--- src/rtl/tone_pkg.sv ---
`default_nettype none
// ==== tone_pkg : shared types, defaults and helpers for the tone sequencer ==== rev 1.0
package tone_pkg;

  typedef enum logic [1:0] {
    ST_IDLE = 2'd0,
    ST_LOAD = 2'd1,
    ST_PLAY = 2'd2
  } state_e;

  localparam int DEF_CLK_HZ  = 25000000;
  localparam int DEF_TICK_HZ = 100;
  localparam int DEF_DIV_W   = 16;
  localparam int DEF_DUR_W   = 8;
  localparam int DEF_NOTES   = 16;

  // Half-period divider value producing a tone of 'hz' from a clk_hz clock.
  function automatic int hz_to_div(input int clk_hz, input int hz);
    return clk_hz / (2 * hz);
  endfunction

endpackage
`default_nettype wire

--- src/rtl/tone_divider.sv ---
`default_nettype none
// ==== tone_divider : square-wave generator, half-period = div cycles, div 0 = rest ==== rev 1.0
module tone_divider #(
  parameter int DIV_W = 16
) (
  input  logic             clk,
  input  logic             rst_n,
  input  logic             load,
  input  logic [DIV_W-1:0] div,
  input  logic             enable,
  output logic             speaker
);

  localparam logic [DIV_W-1:0] DIV_ONE = DIV_W'(1);

  logic [DIV_W-1:0] div_q;
  logic [DIV_W-1:0] cnt_q;
  logic             spk_q;

  // div is latched on load so table rewrites never disturb the note in progress.
  always_ff @(posedge clk) begin
    if (!rst_n) begin
      div_q <= '0;
      cnt_q <= '0;
      spk_q <= 1'b0;
    end else if (load) begin
      div_q <= div;
      cnt_q <= div - DIV_ONE;
      spk_q <= 1'b0;
    end else if (enable && (div_q != '0)) begin
      if (cnt_q == '0) begin
        spk_q <= ~spk_q;
        cnt_q <= div_q - DIV_ONE;
      end else begin
        cnt_q <= cnt_q - DIV_ONE;
      end
    end else begin
      spk_q <= 1'b0;
    end
  end

  assign speaker = spk_q;

endmodule
`default_nettype wire

--- src/rtl/tone_sequencer.sv ---
`default_nettype none
// ==== tone_sequencer : note-table driven tone player (IDLE/LOAD/PLAY) ==== rev 1.0
module tone_sequencer
  import tone_pkg::*;
#(
  parameter int CLK_HZ  = DEF_CLK_HZ,
  parameter int TICK_HZ = DEF_TICK_HZ,
  parameter int DIV_W   = DEF_DIV_W,
  parameter int DUR_W   = DEF_DUR_W,
  parameter int NOTES   = DEF_NOTES
) (
  input  logic                     clk,
  input  logic                     rst_n,
  input  logic                     start,
  input  logic                     stop,
  input  logic                     loop_en,
  input  logic                     wr_en,
  input  logic [$clog2(NOTES)-1:0] wr_addr,
  input  logic [DIV_W-1:0]         wr_div,
  input  logic [DUR_W-1:0]         wr_dur,
  output logic                     busy,
  output logic [$clog2(NOTES)-1:0] note_idx,
  output logic                     speaker
);

  localparam int AW       = $clog2(NOTES);
  localparam int TICK_DIV = CLK_HZ / TICK_HZ;
  localparam int PW       = $clog2(TICK_DIV);

  localparam logic [PW-1:0]    PRE_LAST = PW'(TICK_DIV - 1);
  localparam logic [PW-1:0]    PRE_ONE  = PW'(1);
  localparam logic [DUR_W-1:0] DUR_ONE  = DUR_W'(1);
  localparam logic [AW-1:0]    IDX_LAST = AW'(NOTES - 1);
  localparam logic [AW-1:0]    IDX_ONE  = AW'(1);

  logic [DIV_W-1:0] div_mem_q [NOTES];
  logic [DUR_W-1:0] dur_mem_q [NOTES];

  state_e           state_q;
  logic [AW-1:0]    idx_q;
  logic [PW-1:0]    pre_q;
  logic [DUR_W-1:0] dur_q;
  logic             busy_q;

  logic [DIV_W-1:0] entry_div;
  logic [DUR_W-1:0] entry_dur;
  logic             tick_wrap;
  logic             note_done;
  logic             div_load;
  logic             div_enable;

  // Table has no reset: contents survive rst_n and stop.
  always_ff @(posedge clk) begin
    if (wr_en) begin
      div_mem_q[wr_addr] <= wr_div;
      dur_mem_q[wr_addr] <= wr_dur;
    end
  end

  assign entry_div  = div_mem_q[idx_q];
  assign entry_dur  = dur_mem_q[idx_q];
  assign tick_wrap  = (pre_q == PRE_LAST);
  assign note_done  = (state_q == ST_PLAY) && tick_wrap && (dur_q == DUR_ONE);
  assign div_load   = (state_q == ST_LOAD) && !stop && (entry_dur != '0);
  assign div_enable = (state_q == ST_PLAY) && !stop && !note_done;

  always_ff @(posedge clk) begin
    if (!rst_n || stop) begin
      state_q <= ST_IDLE;
      idx_q   <= '0;
      pre_q   <= '0;
      dur_q   <= '0;
      busy_q  <= 1'b0;
    end else begin
      case (state_q)
        ST_IDLE: begin
          if (start) begin
            state_q <= ST_LOAD;
            idx_q   <= '0;
            busy_q  <= 1'b1;
          end
        end
        ST_LOAD: begin
          if (entry_dur != '0) begin
            state_q <= ST_PLAY;
            pre_q   <= '0;
            dur_q   <= entry_dur;
          end else if (loop_en && (idx_q != '0)) begin
            idx_q <= '0;
          end else begin
            state_q <= ST_IDLE;
            idx_q   <= '0;
            busy_q  <= 1'b0;
          end
        end
        ST_PLAY: begin
          if (tick_wrap) begin
            pre_q <= '0;
            dur_q <= dur_q - DUR_ONE;
            if (dur_q == DUR_ONE) begin
              // The last table slot behaves like an end marker on expiry.
              if (idx_q != IDX_LAST) begin
                state_q <= ST_LOAD;
                idx_q   <= idx_q + IDX_ONE;
              end else if (loop_en) begin
                state_q <= ST_LOAD;
                idx_q   <= '0;
              end else begin
                state_q <= ST_IDLE;
                idx_q   <= '0;
                busy_q  <= 1'b0;
              end
            end
          end else begin
            pre_q <= pre_q + PRE_ONE;
          end
        end
        default: begin
          state_q <= ST_IDLE;
          idx_q   <= '0;
          busy_q  <= 1'b0;
        end
      endcase
    end
  end

  tone_divider #(
    .DIV_W(DIV_W)
  ) u_divider (
    .clk    (clk),
    .rst_n  (rst_n),
    .load   (div_load),
    .div    (entry_div),
    .enable (div_enable),
    .speaker(speaker)
  );

  assign busy     = busy_q;
  assign note_idx = idx_q;

endmodule
`default_nettype wire

--- config.mk ---
export PLATFORM = sky130hd
export DESIGN_NAME = tone_sequencer
export DESIGN_NICKNAME = d
export VERILOG_FILES = /design/src/rtl/tone_pkg.sv /design/src/rtl/tone_divider.sv /design/src/rtl/tone_sequencer.sv
export SDC_FILE = /design/constraint.sdc
export NUM_CORES = 1
export LEC_CHECK = 0
export ABC_AREA = 1
export BUFFER_PORTS_ARGS = -buffer_cell sky130_fd_sc_hd__buf_2
export CAP_MARGIN = 10
export CORE_UTILIZATION = 56
export DETAILED_ROUTE_END_ITERATION = 10
export HOLD_SLACK_MARGIN = 0.15
export PLACE_DENSITY_LB_ADDON = 0.2
export SKIP_LAST_GASP = 1
export SYNTH_ARGS = -nofsm -noshare
export SYNTH_HDL_FRONTEND = slang
export SYNTH_SLANG_ARGS = --single-unit
export TNS_END_PERCENT = 30
--- constraint.sdc ---
create_clock -name clk -period 2.5 [get_ports clk]
set_input_delay 0 -clock clk [delete_from_list [all_inputs] [get_ports clk]]
set_output_delay 0 -clock clk [all_outputs]
set_load 0.05 [all_outputs]
==> impl_results.md <==
- Synth Flop Type: edfxtp_1
- Setup crit end kind: flip-flop
- Clk root buf: clkbuf_16
- PortBufs: 39
- Starting density of the core: 57.31%
- Required @ worst endpoint: 2.97 ns
- Die ar.: about 35000 um^2
- Final setup vio count: 37
- Fill cell count: 2451
- Max Used Layer: met4
- Total Routing Usage GR: 27.12%
- CP max FO: 70
- Sink Count: 454
- Vias in the first global route: approximately 14000
- Worst VDD drop: 0.6140 mV
- Longest Clk Path Bufs: 3
- Total I/O pin count: 40
- WL final: 47090 um
- Detailed-route DRC error count: 0
- Max-cap viol count: 0
- Max Freq: 0.3570 GHz
- Average cell area after synthesis: 10.69 um^2
- Slew @ Worst Pin: between 0.6 and 0.7 ns
- Outcome: finished, violations left
- Ys Warns: 0
- Lkg Pwr: 0.008658 uW
- Routed len/inst: 19.16 um
- Vias per inst: 5.685
- Post-Syn Nets: 1847
- Hold_buf cts: 29
- Slew headroom: between 50% and 60%
- CTS buffer count: 46
- Routed Antenna Nets: 0
- Async set-reset flop share out of synthesis: 0%
- CTS tree: done
- Worst Hold Class: input port to flip-flop
- Count of cell types in the netlist: 45
- DRT met1 WL: 19670 um
- Post-Syn Instances: ~1800
- # nets final: 2012
- Hold Fails Final Rpt: 16
- Setup TNS: -5.779 ns
- GR Overflow Total: 0
- Via count: 13970
- Die width: 187.7 um
- Failing checks: hold timing, setup timing
- Chip height: between 150 and 200 um
- Antenna violations before repair: 1
- Post-Syn Area: a little under 20000 um^2
- First-pass GRT wire length: 73530 um
- Final setup margin: -0.3010 ns
- Setup crit start kind: flip-flop
- Worst Clk Skew: roughly 0.023 ns
- CP Data Arrival Time: 3.27 ns
- Pwr Density: ~740 nW/um^2
- Min cycle time layout: 2.801 ns
- DR WL met2: around 23000 um
- Final Slew Violations: 0
- Critical path class: flip-flop to flip-flop
- Hold slack: -0.1608 ns
- Starting DRT DRC Count: 1292
- Tcrit/Tclk final: 112.0%
- Tot Pwr: around 17000 uW
- Placer congestion estimate: 0.8313
- Synthesis-to-layout area growth: 19.14%
- Post-synth EDFFs: 384
- Routed wl met3: around 3500 um
- Pre-CTS WS: -0.3415 ns
- Layout cells sized above 1: 16.63%
- FP Rows: 67
- Sequential share of the synthesized area: 66.96%
- Clock Latency Late Sink: 0.58 ns
- Worst-path clk slew: 0.06 ns
- RSZ-0062 raised after global routing: yes
- Largest net degree at the start of global routing: 71
- Core box area: 33700 um^2
- DP Wirelength: ~29000 um
- Post-layout util: 68.28%
- Yosys reg bits: 454
- H-tree depth: 2
- Drt pass-1 iters: 6
## cells in the mapped netlist (6+ instances only)
master	number	share of area, %
buf_4	10	0.39
o22ai_1	11	0.36
nand2_1	365	7.1
nor3_1	11	0.29
buf_6	13	0.76
o211ai_1	14	0.54
ha_1	6	0.39
nor2_1	206	4.0
dfxtp_1	70	7.3
o21ai_1	25	0.65
edfxtp_1	384	60
a32o_1	10	0.52
buf_2	32	0.83
o221ai_1	44	2.0
inv_2	10	0.19
nor2_2	8	0.26
inv_1	147	2.9
o21ai_0	149	3.9
nand3_1	136	3.5
clkbuf_1	36	0.70
nand2_2	6	0.19
a21oi_1	63	1.6
nand4_1	11	0.36
## critical path: stages, from the launching register on
cell and delay [ns]:
dfxtp_4 0.45, buf_12 0.20, buf_16 0.25, o21ai_0 0.15
o221ai_1 0.21, nand3_1 0.10, nand2_1 0.19, nand3_1 0.16
nand2_1 0.12, inv_1 0.05, ha_1 0.20, inv_2 0.07
nor2_4 0.05, nand3_4 0.10, inv_1 0.06, nand3_1 0.08
nand3_1 0.09, nand2_1 0.06, inv_1 0.04
## per-stage QoR
stage               cells  cell area, um^2
floorplan            1807            19310
global placement     2331            20910
detailed placement   2331            20910
CTS                  2448            22820
global route         2457            23010
finish               2457            23010
## logic make-up after synthesis
kind of cell	share of synthesized area, %
xor+xnor	0.09071
flops	66.96
buf+inv	5.837
simple gates	16.42
fa+ha+maj	0.3887
compound gates	10.31
## sequential cells by signal (all words and copies together) (netlist names), named ones only
name and count:
u_divider.speaker 1, u_divider.div_q 16, u_divider.cnt_q 16, state_q 2, div_mem_q 256, pre_q 18, dur_mem_q 128, note_idx 4
dur_q 8, busy 1
## per-layer routing
| layer | vias up | GRT usage, % |
|---|---|---|
| li1 | 6642 | - |
| met1 | 6646 | 36.80 |
| met2 | 562 | 44.05 |
| met3 | 117 | 4.380 |
| met4 | 0 | 10.54 |
| met5 | - | 0 |
## final timing paths
path              slack, ns               start  cells past startpoint             endpoint
hold reg to reg        0.46  u_divider.div_q[8]                      2   u_divider.div_q[8]
hold / removal        -0.16               rst_n                      3   u_divider.cnt_q[7]
setup reg to reg      -0.30           flip-flop                     18  u_divider.cnt_q[14]
setup / recovery      -0.30           flip-flop                     18  u_divider.cnt_q[14]
## cells in the final DEF, fill, tap and decap left out, types with 10 or more instances in the layout
| master | n |
|---|---|
| a21oi_1 | 62 |
| a32o_1 | 10 |
| buf_12 | 20 |
| buf_2 | 40 |
| buf_4 | 112 |
| clkbuf_16 | 47 |
| clkinv_1 | 11 |
| dfxtp_1 | 67 |
| dlygate4sd3_1 | 29 |
| edfxtp_1 | 384 |
| inv_1 | 145 |
| inv_2 | 10 |
| nand2_1 | 348 |
| nand2_2 | 19 |
| nand3_1 | 129 |
| nand4_1 | 11 |
| nor2_1 | 183 |
| nor2_2 | 13 |
| nor2_4 | 21 |
| nor3_1 | 11 |
| o211ai_1 | 14 |
| o21ai_0 | 141 |
| o21ai_1 | 33 |
| o221ai_1 | 44 |
| o22ai_1 | 11 |
## what timing repair did
action | 4_1_cts | 5_1_grt
pin swaps | 11 | 14
gates cloned | 1 | 1
resized for setup | 20 | 39
setup endpoints to repair | 38 | 52
setup buffers | 3 | 7
hold endpoints to repair | 436 | 16
## layout make-up
class	count	area (um^2)	area share, %
timing repair buffer	210	1883	8.183
sequential	454	12940	56.23
inverter	159	606.8	2.637
clock inverter	29	307.8	1.338
tap	448	560.5	2.436
antenna	1	2.502	0.01087
clock buffer	55	1195	5.193
multi-input combinational	1101	5517	23.97
## where the power goes
| group | switching, uW | internal [uW] |
|---|---|---|
| clock network | 2810 | 4030 |
| registers | 58.1 | 8370 |
| logic | 1080 | 621 |
| total | 3950 | 13000 |
Power figures use the tool's default switching activity.
